===== config.mk =====
export PLATFORM = sky130hd
export DESIGN_NAME = inst_fetch
export DESIGN_NICKNAME = d
export VERILOG_FILES = /design/src/rtl/inst_fetch_pkg.sv /design/src/rtl/fetch_queue.sv /design/src/rtl/inst_fetch.sv
export SDC_FILE = /design/constraint.sdc
export NUM_CORES = 1
export LEC_CHECK = 0
export BUFFER_PORTS_ARGS = -buffer_cell sky130_fd_sc_hd__buf_2
export CORE_UTILIZATION = 32
export DETAILED_ROUTE_END_ITERATION = 6
export GPL_TIMING_DRIVEN = 0
export PLACE_DENSITY = 0.52
export SYNTH_ARGS = -nofsm -noshare
export SYNTH_HDL_FRONTEND = slang
export SYNTH_SLANG_ARGS = --single-unit

===== constraint.sdc =====
create_clock -name clk -period 3.71 [get_ports clk]
set_input_delay 0.1855 -clock clk [delete_from_list [all_inputs] [get_ports clk]]
set_output_delay 0.1855 -clock clk [all_outputs]
set_load 0.005 [all_outputs]

===== src/rtl/inst_fetch_pkg.sv =====
// Shared widths, constants and types for the instruction fetch unit.
// The fetch queue stores whole {pc, inst} pairs as one entry.
package inst_fetch_pkg;

   localparam int INST_ADDR_W = 32;
   localparam int INST_W      = 32;

   localparam logic [INST_W-1:0]      ZERO_WORD        = 32'h0000_0000;
   localparam logic                   CHIP_ENABLE      = 1'b1;
   localparam logic                   CHIP_DISABLE     = 1'b0;
   localparam logic [INST_ADDR_W-1:0] RESET_PC_DEFAULT = 32'h0000_0000;

   typedef enum logic {
      IDLE  = 1'b0,
      FETCH = 1'b1
   } fetch_state_e;

   typedef struct packed {
      logic [INST_ADDR_W-1:0] pc;
      logic [INST_W-1:0]      inst;
   } fetch_entry_t;

   // Clears the byte-offset bits so every fetch address is word aligned.
   function automatic logic [INST_ADDR_W-1:0] word_align(input logic [INST_ADDR_W-1:0] addr);
      return addr & 32'hFFFF_FFFC;
   endfunction

endpackage


===== src/rtl/fetch_queue.sv =====
// Small synchronous FIFO of {pc, inst} entries between the ROM and ID.
// clear wins over push/pop; an empty queue presents an all-zero head.
module fetch_queue
   import inst_fetch_pkg::*;
#(
   parameter int  DEPTH = 2,
   localparam int PW    = $clog2(DEPTH),
   localparam int CW    = PW + 1
) (
   input  logic          clk,
   input  logic          rst,
   input  logic          push_i,
   input  logic          pop_i,
   input  logic          clear_i,
   input  fetch_entry_t  data_i,
   output logic          full_o,
   output logic          empty_o,
   output logic [CW-1:0] count_o,
   output fetch_entry_t  head_o
);

   fetch_entry_t  mem_q [DEPTH];
   fetch_entry_t  mem_d [DEPTH];
   logic [PW-1:0] wr_ptr_q, wr_ptr_d;
   logic [PW-1:0] rd_ptr_q, rd_ptr_d;
   logic [CW-1:0] count_q, count_d;
   logic          do_push_s;
   logic          do_pop_s;

   // Status flags, head view and qualified push/pop.
   always_comb begin
      full_o    = (count_q == CW'(DEPTH));
      empty_o   = (count_q == {CW{1'b0}});
      count_o   = count_q;
      do_pop_s  = pop_i && !empty_o;
      do_push_s = push_i && (!full_o || do_pop_s);
      if (empty_o) begin
         head_o = '{pc: ZERO_WORD, inst: ZERO_WORD};
      end else begin
         head_o = mem_q[rd_ptr_q];
      end
   end

   // Next-state for storage, pointers and occupancy.
   always_comb begin
      mem_d    = mem_q;
      wr_ptr_d = wr_ptr_q;
      rd_ptr_d = rd_ptr_q;
      count_d  = count_q;
      if (clear_i) begin
         wr_ptr_d = {PW{1'b0}};
         rd_ptr_d = {PW{1'b0}};
         count_d  = {CW{1'b0}};
      end else begin
         if (do_push_s) begin
            mem_d[wr_ptr_q] = data_i;
            wr_ptr_d        = wr_ptr_q + PW'(1);
         end else begin
            wr_ptr_d = wr_ptr_q;
         end
         if (do_pop_s) begin
            rd_ptr_d = rd_ptr_q + PW'(1);
         end else begin
            rd_ptr_d = rd_ptr_q;
         end
         case ({do_push_s, do_pop_s})
            2'b10:   count_d = count_q + CW'(1);
            2'b01:   count_d = count_q - CW'(1);
            default: count_d = count_q;
         endcase
      end
   end

   // State registers with asynchronous active-low reset.
   always_ff @(posedge clk or negedge rst) begin
      if (!rst) begin
         for (int i = 0; i < DEPTH; i++) begin
            mem_q[i] <= '{pc: ZERO_WORD, inst: ZERO_WORD};
         end
         wr_ptr_q <= {PW{1'b0}};
         rd_ptr_q <= {PW{1'b0}};
         count_q  <= {CW{1'b0}};
      end else begin
         mem_q    <= mem_d;
         wr_ptr_q <= wr_ptr_d;
         rd_ptr_q <= rd_ptr_d;
         count_q  <= count_d;
      end
   end

endmodule


===== src/rtl/inst_fetch.sv =====
// Instruction fetch: owns the PC, drives the ROM request and feeds a small
// {pc, inst} queue toward ID, with backpressure, branch and flush redirect.
module inst_fetch
   import inst_fetch_pkg::*;
#(
   parameter logic [INST_ADDR_W-1:0] RESET_PC = RESET_PC_DEFAULT,
   parameter int                     QDEPTH   = 2
) (
   input  logic                   clk,
   input  logic                   rst,
   output logic                   rom_ce_o,
   output logic [INST_ADDR_W-1:0] rom_addr_o,
   input  logic [INST_W-1:0]      rom_inst_i,
   output logic                   id_valid_o,
   output logic [INST_ADDR_W-1:0] id_pc_o,
   output logic [INST_W-1:0]      id_inst_o,
   input  logic                   id_ready_i,
   input  logic                   branch_flag_i,
   input  logic [INST_ADDR_W-1:0] branch_target_i,
   input  logic                   flush_i,
   input  logic [INST_ADDR_W-1:0] new_pc_i
);

   localparam int CW = $clog2(QDEPTH) + 1;

   fetch_state_e           state_q, state_d;
   logic [INST_ADDR_W-1:0] pc_q, pc_d;
   logic                   redirect_s;
   logic                   pop_s;
   logic                   space_s;
   logic                   push_s;
   logic                   q_full_s;
   logic                   q_empty_s;
   logic [CW-1:0]          q_count_s;
   fetch_entry_t           head_s;
   fetch_entry_t           push_entry_s;

   // ROM is enabled only when the returned word is guaranteed a queue slot.
   always_comb begin
      redirect_s   = flush_i || branch_flag_i;
      pop_s        = id_ready_i && !q_empty_s;
      space_s      = !q_full_s || pop_s;
      push_s       = (state_q == FETCH) && space_s && !redirect_s;
      rom_addr_o   = pc_q;
      push_entry_s = '{pc: pc_q, inst: rom_inst_i};
      id_valid_o   = (q_count_s != {CW{1'b0}});
      id_pc_o      = head_s.pc;
      id_inst_o    = head_s.inst;
      if (push_s) begin
         rom_ce_o = CHIP_ENABLE;
      end else begin
         rom_ce_o = CHIP_DISABLE;
      end
   end

   // Next state and PC; flush outranks branch, targets forced word aligned.
   always_comb begin
      case (state_q)
         IDLE:    state_d = FETCH;
         FETCH:   state_d = FETCH;
         default: state_d = IDLE;
      endcase
      if (flush_i) begin
         pc_d = word_align(new_pc_i);
      end else if (branch_flag_i) begin
         pc_d = word_align(branch_target_i);
      end else if (push_s) begin
         pc_d = pc_q + 32'd4;
      end else begin
         pc_d = pc_q;
      end
   end

   // FSM and PC registers with asynchronous active-low reset.
   always_ff @(posedge clk or negedge rst) begin
      if (!rst) begin
         state_q <= IDLE;
         pc_q    <= RESET_PC;
      end else begin
         state_q <= state_d;
         pc_q    <= pc_d;
      end
   end

   fetch_queue #(
      .DEPTH (QDEPTH)
   ) u_queue (
      .clk     (clk),
      .rst     (rst),
      .push_i  (push_s),
      .pop_i   (pop_s),
      .clear_i (redirect_s),
      .data_i  (push_entry_s),
      .full_o  (q_full_s),
      .empty_o (q_empty_s),
      .count_o (q_count_s),
      .head_o  (head_s)
   );

endmodule


==> results list, run 1 <==
* I/O pin cnt: approximately 200
- Latest clock arrival within the worst-skew pair: between 400 and 500 ps
- The first global-routing pass estimated between 30 and 40 mm of wire.
- Leading area contributor after synthesis: sky130_fd_sc_hd__dfrtp_1
- Share of final-layout standard cells stronger than drive strength 1: 39.5%
- In the post-synthesis netlist, the biggest area contributors are sky130_fd_sc_hd__dfrtp_1 (49%), sky130_fd_sc_hd__mux2_2 (16%), sky130_fd_sc_hd__mux2i_1 (8.6%).
- Fmax: a little under 0.4 GHz
* Worst-case clock skew: roughly 15 ps
- For the final routed database, the setup TNS stands at 0 ps.
* Instance area at placement: between 9000 and 10000 um^2
- In the routed design, unresolved DRC markers number 0.
- Tmin final: 2590 ps
* Power per cell area: about 480 nW/um^2
- From bottom edge to top edge, the die measures roughly 160 um.
* Port Buffers: roughly 190
- In this run the worst hold path is classified as input pin to register.
- TritonCTS built the clock tree.
- Vias per std cell: about 5.0
* TritonCTS buffer count: 17
* Detailed router's first-iteration violation count: roughly 330
* Max cap viols: 0
- Number of hold-slack violations in the final timing report: 0
- Number of pins exceeding their max-slew limit in the final report: 0
* Clock slew at reported path FFs: 70 ps
- STA puts the critical path data required time at 3520 ps.
- Worst max-slew margin expressed relative to the limit: between 40% and 50%
* Critical path launch point type: register
* CTS root buffer: sky130_fd_sc_hd__clkbuf_16
- The number of gates resized after CTS was 0.
- Adder and majority cell fraction of the synthesized area: less than 1%
- Counting tap cells, the placed design contains a total of ~1200 instances.
* Initial cell density of the core: 32.9%
- Layout overhead on the synthesized area: 29.5%
* H-tree Lvls: 4
- Summed over all cells, the static leakage comes to between 4 and 5 nW.
- After detailed routing, the average wire length per cell comes to around 18 um.
- Vias in the first global route: roughly 6300
- After Yosys synthesis, and, or, nand and nor cells account for between 10% and 20% of the synthesized area.
* First drt pass iteration count: 5
* Antenna fix cells: 0
- Fraction of synthesized area in multiplexers: about a quarter
- Across every metal layer, demand over resource in global routing totals roughly a fifth.
* Placement Rows: 57
- Area of the die: roughly 26000 um^2
* Clock net sink count: around 160
- Count of filler cells inserted in the layout: around 2400
* Actual slew at the worst max-slew pin: 868 ps
- In the final layout, the multi-input gates occupy 3800 um^2.
* Unrepaired setup endpoints after global routing: no
* Crit path arrival time: between 2000 and 2500 ps
- Summing all flip-flop and latch instances after layout gives roughly 4000 um^2.
- Critical path fanouts, max: 10
- In this run the deepest clock path goes through 2 buffers.
- Hold bufs inserted after CTS: 39
- The top cell type by area accounts for roughly 49% of the synthesized area.
- Summing the areas of all compound-gate instances in the mapped netlist gives approximately 7.2% of the synthesized area.
- The critical path is of the register to output pin type.
- Number of warning messages in the yosys log: 0
- Proportion of register bits with asynchronous set or reset after synthesis: between 90% and 100%
- Vias: between 6000 and 7000
* Sequential fraction of the synthesis area: 49.4%
- Number of flops mapped to enable cells by yosys: 0
- Overflow left after global routing: 0
* Number of buffers inserted by post-CTS setup repair: 0
* Antenna violations before repair: 0
- Setup violations remaining at the end of the flow were counted as 0.
* Largest family of logic cells by synthesized area: multiplexers
- Number of distinct standard cells referenced by the synthesized netlist: 62
- Detailed placement ended at an HPWL of between 15 and 20 mm.
* Non-filler instance count after layout: about 1300
- The worst path uses between 60% and 70% of the clock period.
* Overall routed net length: ~24 mm
- The run finished with clean final reports.
- Average cell area after synthesis: roughly 11 um^2
- Hold timing on the final database bottoms out at a slack of 10.0 ps.
- The region available for standard cell placement spans 24500 um^2.
- STA classifies the critical path endpoint as an output pin.
- The worst-case IR drop observed on VDD is between 0.0002 and 0.0003 V.
- Chip Width: ~160 um
- For this run, the leading register cell type out of synthesis is sky130_fd_sc_hd__dfrtp_1.
* Maximum number of pins on one net before global-route repair: just under 100
- Final Cell Area: 10400 um^2
* Number of cells produced by synthesis: 705
- Global placement routability congestion: 0.810
- The final layout contains ~1100 nets.
- Final Core Density: a little over two fifths
- Post-synthesis register bit count: 159
- After Yosys synthesis, XOR and XNOR cells account for approximately 1.7% of the synthesized area.
- Area of the mapped netlist: about 8000 um^2
- Post-route ant nets: 0
[critical path, stage by stage, from the launching register on]
cell	delay (ps)
sky130_fd_sc_hd__dfrtp_1	430
sky130_fd_sc_hd__nor2_1	700
sky130_fd_sc_hd__clkbuf_1	550
sky130_fd_sc_hd__nor2_1	130
sky130_fd_sc_hd__buf_2	160
[registers in the layout, summed over array words and instances, names as in the netlist]
name and cells:
u_queue.wr_ptr_q 1, rom_addr_o 30, state_q 1, u_queue.count_o 2, u_queue.rd_ptr_q 1, u_queue.mem_q 124
[layout by cell type, fill, tap and decap left out, types with 5 or more instances in the layout]
master	n
sky130_fd_sc_hd__conb_1	5
sky130_fd_sc_hd__nand2_1	36
sky130_fd_sc_hd__xor2_1	6
sky130_fd_sc_hd__buf_4	11
sky130_fd_sc_hd__a22oi_1	12
sky130_fd_sc_hd__inv_1	9
sky130_fd_sc_hd__mux2i_1	69
sky130_fd_sc_hd__o21ai_0	14
sky130_fd_sc_hd__xnor2_1	10
sky130_fd_sc_hd__a221o_1	5
sky130_fd_sc_hd__dlygate4sd3_1	39
sky130_fd_sc_hd__clkbuf_16	17
sky130_fd_sc_hd__nor3_1	6
sky130_fd_sc_hd__dfrtp_1	159
sky130_fd_sc_hd__and3_1	6
sky130_fd_sc_hd__buf_2	204
sky130_fd_sc_hd__mux2_1	7
sky130_fd_sc_hd__a21oi_1	24
sky130_fd_sc_hd__mux2_2	117
sky130_fd_sc_hd__nand3_1	15
sky130_fd_sc_hd__nand4_1	9
sky130_fd_sc_hd__nor2_1	82
sky130_fd_sc_hd__clkbuf_1	17
[metal layers]
metal | track usage, % | routed length, um | up-vias
li1 | - | - | 3008
met1 | 27.0 | 11600 | 3178
met2 | 28.8 | 10700 | 201
met3 | 3.13 | 1050 | 17
met4 | 5.02 | 248 | 0
met5 | 0 | 0 | -
[final cells by class]
class | instances | share of cell area, %
buffer | 48 | 2.33
clock buffer | 20 | 4.38
clock inverter | 11 | 1.26
inverter | 10 | 0.360
multi-input combinational | 491 | 36.5
sequential | 159 | 38.2
tap | 324 | 3.89
timing repair buffer | 228 | 13.1
[logic make-up (layout without fill, tap and decap cells)]
group	count (synthesis)	after routing
AO/OA/AOI/OAI	85	85
XOR/XNOR	16	16
adder cells (fa/ha/maj)	1	1
buffers and inverters	58	317
flip-flops	159	159
multiplexers	193	193
other	2	5
AND/OR/NAND/NOR	191	191
[synth_stat cells, types with 5 or more instances]
library cell                 n
sky130_fd_sc_hd__mux2_1      7
sky130_fd_sc_hd__buf_2      17
sky130_fd_sc_hd__xnor2_1    10
sky130_fd_sc_hd__mux2_2    117
sky130_fd_sc_hd__dfrtp_1   159
sky130_fd_sc_hd__a221o_1     5
sky130_fd_sc_hd__nor3_1      6
sky130_fd_sc_hd__mux2i_1    69
sky130_fd_sc_hd__nand4_1     9
sky130_fd_sc_hd__a21oi_1    24
sky130_fd_sc_hd__o21ai_0    14
sky130_fd_sc_hd__buf_4      11
sky130_fd_sc_hd__and3_1      6
sky130_fd_sc_hd__inv_1       9
sky130_fd_sc_hd__nand2_1    36
sky130_fd_sc_hd__nor2_1     82
sky130_fd_sc_hd__xor2_1      6
sky130_fd_sc_hd__a22oi_1    12
sky130_fd_sc_hd__clkbuf_1   16
sky130_fd_sc_hd__nand3_1    15
[final timing paths]
kind,from,to,slack [ps],cells past startpoint
max,u_queue.count_o[0]$_DFFE_PN0P_,id_pc_o[17],1120,4
min,new_pc_i[26],rom_addr_o[26]$_DFFE_PN0P_,10,2
max reg2reg,rom_addr_o[2]$_DFFE_PN0P_,rom_addr_o[26]$_DFFE_PN0P_,1240,6
min reg2reg,u_queue.mem_q[69]$_DFFE_PN0P_,u_queue.mem_q[69]$_DFFE_PN0P_,490,1
max in group asynchronous,rst,rom_addr_o[16]$_DFFE_PN0P_,2560,3
min in group asynchronous,rst,u_queue.mem_q[28]$_DFFE_PN0P_,270,2
[per-stage QoR]
stage | setup WS [ps] | power (mW)
6_report | 1120 | 4.97
3_3_place_gp | -187 | 3.15
3_5_place_dp | 1260 | 3.18
4_1_cts | 1070 | 5.02
2_1_floorplan | 1790 | 2.84
5_1_grt | 933 | 5.23
[where the power goes]
part | switching (mW) | internal (mW) | leakage, nW
combinational | 0.375 | 0.494 | 2.51
clock | 0.767 | 1.03 | 0.280
sequential | 0.224 | 2.08 | 1.98
total | 1.37 | 3.61 | 4.77
Power figures use the tool's default switching activity.
==> run 2, diff against run 1 <==
--- a/config.mk
+++ b/config.mk
@@ -5,11 +5,12 @@
 export SDC_FILE = /design/constraint.sdc
 export NUM_CORES = 1
 export LEC_CHECK = 0
+export ABC_AREA = 1
 export BUFFER_PORTS_ARGS = -buffer_cell sky130_fd_sc_hd__buf_2
 export CORE_UTILIZATION = 32
 export DETAILED_ROUTE_END_ITERATION = 6
 export GPL_TIMING_DRIVEN = 0
-export PLACE_DENSITY = 0.52
+export PLACE_DENSITY = 0.51
 export SYNTH_ARGS = -nofsm -noshare
 export SYNTH_HDL_FRONTEND = slang
 export SYNTH_SLANG_ARGS = --single-unit
==> constraint.sdc (replaced) <==
create_clock -name clk -period 2.6 [get_ports clk]
set_input_delay 0.13 -clock clk [delete_from_list [all_inputs] [get_ports clk]]
set_output_delay 0.13 -clock clk [all_outputs]
set_load 0.005 [all_outputs]
==> run 2 against run 1 <==
  * Non-clock buffer count is 28 higher
  * Critical path depth increased by 1
  * Critical endpoint is now id_inst_o[29]
  * Count of clock-buffer cells in the layout increased by 1
  * Via count grew 30%
  * Clock power grew 53%
  * Sequential share of layout area shrank 1.4 points
==> results list, run 2 <==
- Number of distinct standard cells referenced by the synthesized netlist: 28
- In the post-route analysis, the smallest setup slack over all paths is 194 ps.
- Sequential fraction of the synthesis area: 47.7%
* Detailed-route wire length per cell: between 15 and 20 um
- Synth Flop Type: sky130_fd_sc_hd__dfrtp_1
- Dividing the synthesized area by the synthesized cell count gives around 7.4 um^2.
* Flip-flop count of the largest register after layout: around 120
- Crit share post-route: around 90%
* Placeable core region: between 20000 and 30000 um^2
- Vertical die dimension: 164 um
- DP HPWL: about 21 mm
- Lkg Pwr: 5.51 nW
* Antenna fix cells: 0
- In the synthesized netlist, the cells that appear most often are sky130_fd_sc_hd__nand2_1 (305), sky130_fd_sc_hd__dfrtp_1 (159), sky130_fd_sc_hd__o21ai_0 (131), sky130_fd_sc_hd__inv_1 (106), sky130_fd_sc_hd__a21oi_1 (105).
- Worst-case clock skew: ~14 ps
- Among the stages of the critical path, the cell type that occurs most often is sky130_fd_sc_hd__clkbuf_1.
* Latest clock arrival within the worst-skew pair: 430 ps
- Power per cell area: between 700 and 800 nW/um^2
- Synthesis inferred approximately 160 register bits.
* I/O pin cnt: 199
- For this run, the slowest stage of the critical path takes 460 ps.
* GRT Overall Usage: around 22%
* CP Capture Type: output pin
* Wire length of the first global-routing pass: roughly 45 mm
- Startpoint-to-endpoint class of the critical path: register to output pin
* Number of hold-slack violations in the final timing report: 0
- Path category of the worst min-delay check: input pin to register
* Initial cell density of the core: about a third
- Registers take just under 4000 um^2.
- Across all layers, the routed design uses around 8300 vias.
* Vias per std cell: about 4.8
- Share of final-layout standard cells stronger than drive strength 1: a little under a fifth
- Global placement routability congestion: around 0.95
- Leading area contributor after synthesis: sky130_fd_sc_hd__dfrtp_1
- The tool flagged a number of max-cap violations equal to 0.
- Number of warning messages in the yosys log: 0
- For this block, the routed nets add up to approximately 29 mm of wire.
* Final setup violation count: 0
* Crit path arrival time: 2280 ps
* TritonCTS buffer count: 17
- Slowest library cell on the worst path: sky130_fd_sc_hd__clkbuf_1
- Worst max-slew margin expressed relative to the limit: 49.5%
- Before antenna repair, the detailed router went through 5 iterations.
* Critical path launch point type: register
* Library cell with the highest instance count after synthesis: sky130_fd_sc_hd__nand2_1
* Count of filler cells inserted in the layout: between 2000 and 3000
- Nets@finish: 1486
* Biggest area contributors in the synthesized netlist: sky130_fd_sc_hd__dfrtp_1 (48%), sky130_fd_sc_hd__nand2_1 (14%), sky130_fd_sc_hd__o21ai_0 (7.9%)
* Vias in the first global route: 8158
- After detailed routing, the number of remaining DRC violations is 0.
* Maximum number of pins on one net before global-route repair: 113
- Antenna violations before repair: 0
- CTS root buffer: sky130_fd_sc_hd__clkbuf_16
- Clock tree synthesis found a total of about 160 sinks.
- Unrepaired setup endpoints after global routing: no
- The worst-case IR drop observed on VDD is ~0.00040 V.
- Number of cells produced by synthesis: 1129
- Proportion of register bits with asynchronous set or reset after synthesis: 100%
- TritonCTS built the clock tree.
* Chip Width: about 160 um
* Sequence of cells on the critical path: clkbuf_1 > clkbuf_2 > clkbuf_1 > a21oi_1 > buf_2
* Post-route ant nets: 0
- The run finished with clean final reports.
- In this run, the number of DRC markers left after iteration 0 of detailed routing was approximately 680.
- Maximum clock insertion buffer count: 2
- Number of flops mapped to enable cells by yosys: 0
* Area of the mapped netlist: 8350 um^2
* Number of buffers inserted by post-CTS setup repair: 0
- Number of cells on the worst reg-to-reg path: 9
- Row generation in the floorplan step produced 58 rows.
* Register name with the most flops: u_queue.mem_q
* H-tree Lvls: 4
* Overflow left after global routing: 0
- The die covers ~27000 um^2.
- The clock period could shrink to about 2400 ps.
- Final total negative setup slack: 0 ps
- Port Buffers: between 150 and 200
* Share of the synthesized area in the top cell type: 47.7%
* Commonest non-fill, non-tap cell in the layout: sky130_fd_sc_hd__nand2_1
- Measured on the finished design, the core utilization comes to roughly 43%.
- After clock tree synthesis, the clock-pin slew on the worst setup and hold paths is roughly 70 ps.
* Layout overhead on the synthesized area: 29.7%
- Derived from the worst setup path, the maximum achievable clock frequency is between 0.4 and 0.5 GHz.
- Worst hold path depth: 5
* Placement Setup Slack: 359 ps
* Highest-count cells in the layout ignoring fill and taps: sky130_fd_sc_hd__nand2_1 (305), sky130_fd_sc_hd__buf_2 (198), sky130_fd_sc_hd__dfrtp_1 (159), sky130_fd_sc_hd__o21ai_0 (131), sky130_fd_sc_hd__inv_1 (106)
- The multi-input combinational cells in the finished layout cover a total of between 3000 and 4000 um^2.
* Number of pins exceeding their max-slew limit in the final report: 0
- Critical path fanouts, max: 10
- WP data required: between 2000 and 2500 ps
* Actual slew at the worst max-slew pin: between 700 and 800 ps
[run 2: cell count changes after synthesis, moves of 39 or more]
| cell | previous run | this run |
|---|---|---|
| sky130_fd_sc_hd__nand2_1 | 36 | 305 |
| sky130_fd_sc_hd__mux2_2 | 117 | 0 |
| sky130_fd_sc_hd__o21ai_0 | 14 | 131 |
| sky130_fd_sc_hd__inv_1 | 9 | 106 |
| sky130_fd_sc_hd__a21oi_1 | 24 | 105 |
| sky130_fd_sc_hd__mux2i_1 | 69 | 0 |
| sky130_fd_sc_hd__nand3_1 | 15 | 74 |
| sky130_fd_sc_hd__o21ai_1 | 1 | 40 |
[run 2: layer usage]
layer  up-vias  GRT usage, %  share of wire [%]  routed length (um)
met1      3848          30.3                 47               13600
met5         -             0                  0                   0
li1       4145             -                  -                   -
met4         0          8.71                3.0                 861
met2       258          34.9                 45               13200
met3        43          3.40                5.0                1440
[run 2: cells by family after synthesis]
kind of cell | share of synthesized area (%)
other cells | 0.0899
flops | 47.7
buf+inv | 10.1
compound gates | 18.0
xor+xnor | 0.629
fa+ha+maj | 0.150
simple gates | 23.4
[run 2: final timing paths]
check	slack, ps	to	from
worst max-delay path	190	id_inst_o[29]	u_queue.rd_ptr_q$_DFFE_PN0P_
worst min-delay path	10	rom_addr_o[30]$_DFFE_PN0P_	branch_target_i[30]
worst max register to register	660	rom_addr_o[24]$_DFFE_PN0P_	rom_addr_o[2]$_DFFE_PN0P_
worst min register to register	470	u_queue.mem_q[69]$_DFFE_PN0P_	u_queue.mem_q[69]$_DFFE_PN0P_
max in group asynchronous	1480	rom_addr_o[14]$_DFFE_PN0P_	rst
min in group asynchronous	190	u_queue.mem_q[8]$_DFFE_PN0P_	rst
[run 2: repair_timing]
item,in CTS,in global routing
pin swaps,0,0
hold buffers,43,0
endpoints found under the hold margin,121,0
endpoints found under the setup margin,18,1
gates resized for setup,2,2
[run 2: where the power goes]
group | internal (mW) | switching, mW | leakage, nW
registers | 3.02 | 0.299 | 1.89
clock network | 1.67 | 1.09 | 0.309
logic | 0.621 | 0.961 | 3.31
total | 5.31 | 2.35 | 5.51
[run 2: metrics by stage]
step | hold slack, ps | instances | instance area, um^2 | power, mW
2_1_floorplan | -166 | 1132 | 8360 | 4.20
3_3_place_gp | 355 | 1651 | 9720 | 4.86
3_5_place_dp | 64.1 | 1652 | 9760 | 4.89
4_1_cts | 0.567 | 1727 | 10800 | 7.72
5_1_grt | 15.8 | 1727 | 10800 | 8.12
6_report | 10.5 | 1727 | 10800 | 7.66
[run 2: cell type report]
type,instances,area share [%]
Clock inverter,11,1.63
Tap cell,330,3.81
Multi-Input combinational cell,788,32.7
Buffer,71,3.86
Sequential cell,159,36.7
Clock buffer,21,4.25
Timing Repair Buffer,233,13.1
Inverter,114,3.98
[run 2: worst max-delay path, delay by kind of cell (launching register included)]
kind | cells | cell delay (ps)
compound gates | 1 | 180
buf+inv | 4 | 1350
flops | 1 | 320
==> run 3, diff against run 2 <==
--- a/config.mk
+++ b/config.mk
@@ -7,10 +7,12 @@
 export LEC_CHECK = 0
 export ABC_AREA = 1
 export BUFFER_PORTS_ARGS = -buffer_cell sky130_fd_sc_hd__buf_2
+export CELL_PAD_IN_SITES_DETAIL_PLACEMENT = 1
+export CELL_PAD_IN_SITES_GLOBAL_PLACEMENT = 1
 export CORE_UTILIZATION = 32
 export DETAILED_ROUTE_END_ITERATION = 6
 export GPL_TIMING_DRIVEN = 0
-export PLACE_DENSITY = 0.51
+export PLACE_DENSITY = 0.67
 export SYNTH_ARGS = -nofsm -noshare
 export SYNTH_HDL_FRONTEND = slang
 export SYNTH_SLANG_ARGS = --single-unit
==> run 3 against run 2 <==
  * Global-route usage increased by 2.3 points
  * Critical path type unchanged
  * Hold slack got worse by 4.7 ps
  * Combinational power increased by 3%
  * Highest routed layer unchanged
==> results list, run 3 (synthesis gave the netlist of run 2 again) <==
- Result of the run: complete, no violations
- The first global-routing pass estimated 49.8 mm of wire.
* I/O pin cnt: 199
* Antenna fix cells: 0
* Buffering stage count on the worst path with inverters included: 4
* Clock tree from TritonCTS: done
- Among all stages on the critical path, the largest delay is contributed by sky130_fd_sc_hd__clkbuf_1.
* Port Buffers: between 150 and 200
* Register name with the most flops: u_queue.mem_q
- STA classifies the critical path startpoint as a register.
- The design draws between 7 and 8 mW.
- DRC: 0
* Hold Crit Endpoint: rom_addr_o[28]$_DFFE_PN0P_
- Max cap viols: 0
- Summed over all layers, the routed wires come to approximately 31 mm.
* Start point of the worst hold path: new_pc_i[28]
- WP data required: about 2500 ps
- Crit path arrival time: between 2000 and 2500 ps
- The die is roughly 160 um wide.
* Count of filler cells inserted in the layout: approximately 3200
* Sw Ratio: roughly a third
* Layout overhead on the synthesized area: 29.4%
- Area of the die: roughly 27000 um^2
- Commonest non-fill, non-tap cell in the layout: sky130_fd_sc_hd__nand2_1
- Placement Rows: 58
- Antenna violations before repair: 0
* Unrepaired setup endpoints after global routing: no
* Tmin final: about 2300 ps
* Vias in the first global route: around 9000
- Clock slew at reported path FFs: 70 ps
* Worst-case clock skew: roughly 11 ps
- Critical Path Max Stage Delay: ~400 ps
- After layout, the worst path uses approximately nine tenths of the clock period.
* Sequence of cells on the critical path: clkbuf_1 > clkbuf_2 > clkbuf_1 > a21oi_1 > buf_2
* Path category of the worst min-delay check: input pin to register
- The final layout contains approximately 1500 nets.
- TritonCTS buffer count: 17
* Post-route ant nets: 0
* GRT Overall Usage: roughly a quarter
* Internal power contribution: approximately 5.1 mW
- The congestion estimate from routability-driven global placement came to 0.833.
* Worst reg2reg startpoint: rom_addr_o[2]$_DFFE_PN0P_
- Worst reg2reg endpoint: rom_addr_o[24]$_DFFE_PN0P_
- Power per cell area: between 700 and 800 nW/um^2
- The final-report max-slew violation count came to 0.
* Highest-count cells in the layout ignoring fill and taps: sky130_fd_sc_hd__nand2_1 (305), sky130_fd_sc_hd__buf_2 (198), sky130_fd_sc_hd__dfrtp_1 (159), sky130_fd_sc_hd__o21ai_0 (131), sky130_fd_sc_hd__inv_1 (106)
- CTS built an H-tree with a depth of 4.
- CP Capture Type: output pin
- Power dissipated by switching net loads: around 2.5 mW
- Vias: roughly 8500
- Per report_power, the combinational group accounts for between 20% and 30% of the total.
- Dividing the detail-routed wire length by the instance count gives approximately 18 um.
* Vias per std cell: 4.92
- Worst max-slew margin expressed relative to the limit: 44.1%
- The initial utilization of the core area, before any placement, comes to about a third.
- Maximum clock insertion buffer count: 2
- Fmax: ~0.43 GHz
- The finished cells cover roughly 11000 um^2.
* Number of cells on the worst reg-to-reg path: 10
* Placeable core region: 25400 um^2
- The clock network is responsible for approximately a third of the overall power.
- Share of final-layout standard cells stronger than drive strength 1: between 10% and 20%
* Final setup violation count: 0
- In this run the worst path has a maximum fanout of 10.
- Detailed placement finished with a half-perimeter wire length of ~23 mm.
- Clock tree synthesis found a total of approximately 160 sinks.
- The die is ~160 um tall.
* Number of hold-slack violations in the final timing report: 0
* Detailed router's first-iteration violation count: 391
- The share of total power dissipated in sequential elements is around 44%.
- Final hold slack: 5.88 ps
- The first TritonRoute pass finished after 4 iterations.
* Largest voltage drop on the vdd net: between 0.0003 and 0.0004 V
- Overflow left after global routing: 0
* Instance area at placement: a little under 10000 um^2
- At the pin with the least slew margin, the transition time is 839 ps.
- Register area: between 3000 and 4000 um^2
- Most frequent CP cell: sky130_fd_sc_hd__clkbuf_1
* Lkg Pwr: ~5.5 nW
- Startpoint-to-endpoint class of the critical path: register to output pin
- Flip-flop count of the largest register after layout: between 100 and 150
- In the final layout, the multi-input gates occupy between 3000 and 4000 um^2.
- Worst hold path depth: 3
- CTS root buffer: sky130_fd_sc_hd__clkbuf_16
- For the worst-skew pair, the clock arrives at the later sink with an insertion delay of 430 ps.
- Entering global routing, the biggest net connects 89 pins.
- Worst R2R Setup Slack: slightly below 700 ps
- The kind of cell with the highest combined delay along the critical path is buffers and inverters.
==> run 3: cell count changes in the layout (fill, tap and decap cells not counted) <==
cell / previous run / this run
sky130_fd_sc_hd__clkbuf_2: 3 / 2
sky130_fd_sc_hd__bufinv_16: 4 / 2
sky130_fd_sc_hd__dlygate4sd3_1: 43 / 45
sky130_fd_sc_hd__inv_6: 4 / 8
sky130_fd_sc_hd__clkinv_4: 1 / 2
sky130_fd_sc_hd__clkbuf_8: 2 / 0
sky130_fd_sc_hd__inv_8: 0 / 1
sky130_fd_sc_hd__clkbuf_1: 39 / 38
==> run 3: cell type report <==
type,instances,area share (%)
Clock inverter,15,1.59
Buffer,71,3.86
Tap cell,330,3.82
Clock buffer,17,3.94
Multi-Input combinational cell,788,32.7
Timing Repair Buffer,235,13.3
Inverter,114,3.98
Sequential cell,159,36.8
==> run 3: power groups by stage <==
stage / Combinational, mW / Clock, mW / Sequential [mW]
after floorplan: 0.932 / 0 / 3.27
after global placement: 1.52 / 0 / 3.37
after detailed placement: 1.56 / 0 / 3.39
after CTS: 1.64 / 2.66 / 3.34
after global routing: 1.87 / 2.75 / 3.41
final: 1.62 / 2.62 / 3.35
==> run 3: worst register-to-register path: cells and delay by family, from the launching register on <==
kind	cells	cell delay, ps
DFF	1	530
and+or+nand+nor	7	870
adders and majority gates	1	270
buffers and inverters	1	90
AOI/OAI and AO/OA	1	50
==> run 3: stage by stage <==
step / util, % / setup WS, ps / instances / setup TNS, ps
2_1_floorplan: - / 1090 / 1132 / 0
3_3_place_gp: 38.3 / -1320 / 1651 / -205810
3_5_place_dp: 38.4 / 430 / 1652 / 0
4_1_cts: 42.5 / 65.9 / 1728 / 0
5_1_grt: 42.5 / 93.0 / 1729 / 0
6_report: 42.5 / 257 / 1729 / 0
==> run 3: worst max path at each step <==
stage                            startpoint                         end  slack (ps)  cells after the start
2_1_floorplan     rom_addr_o[2]$_DFFE_PN0P_  rom_addr_o[24]$_DFFE_PN0P_        1090                     10
3_3_place_gp                            rst  rom_addr_o[26]$_DFFE_PN0P_       -1320                      1
3_5_place_dp   u_queue.rd_ptr_q$_DFFE_PN0P_                  id_pc_o[9]         430                      5
4_1_cts        u_queue.rd_ptr_q$_DFFE_PN0P_                 id_pc_o[14]          70                      5
5_1_grt        u_queue.rd_ptr_q$_DFFE_PN0P_               id_inst_o[25]          90                      5
6_report       u_queue.rd_ptr_q$_DFFE_PN0P_                 id_pc_o[14]         260                      5
==> run 3: routing by layer <==
layer / vias up / track usage (%) / wire (um)
li1: 4149 / - / -
met1: 4119 / 33.0 / 15000
met2: 211 / 40.4 / 14700
met3: 26 / 4.09 / 1270
met4: 0 / 6.36 / 476
met5: - / 0 / 0
==> run 3: what timing repair did <==
item	CTS	global route
pin swaps	0	0
gates cloned	0	0
endpoints found under the hold margin	146	1
gates resized for setup	1	2
hold buffers	44	1
endpoints found under the setup margin	2	19
buffers inserted	0	0
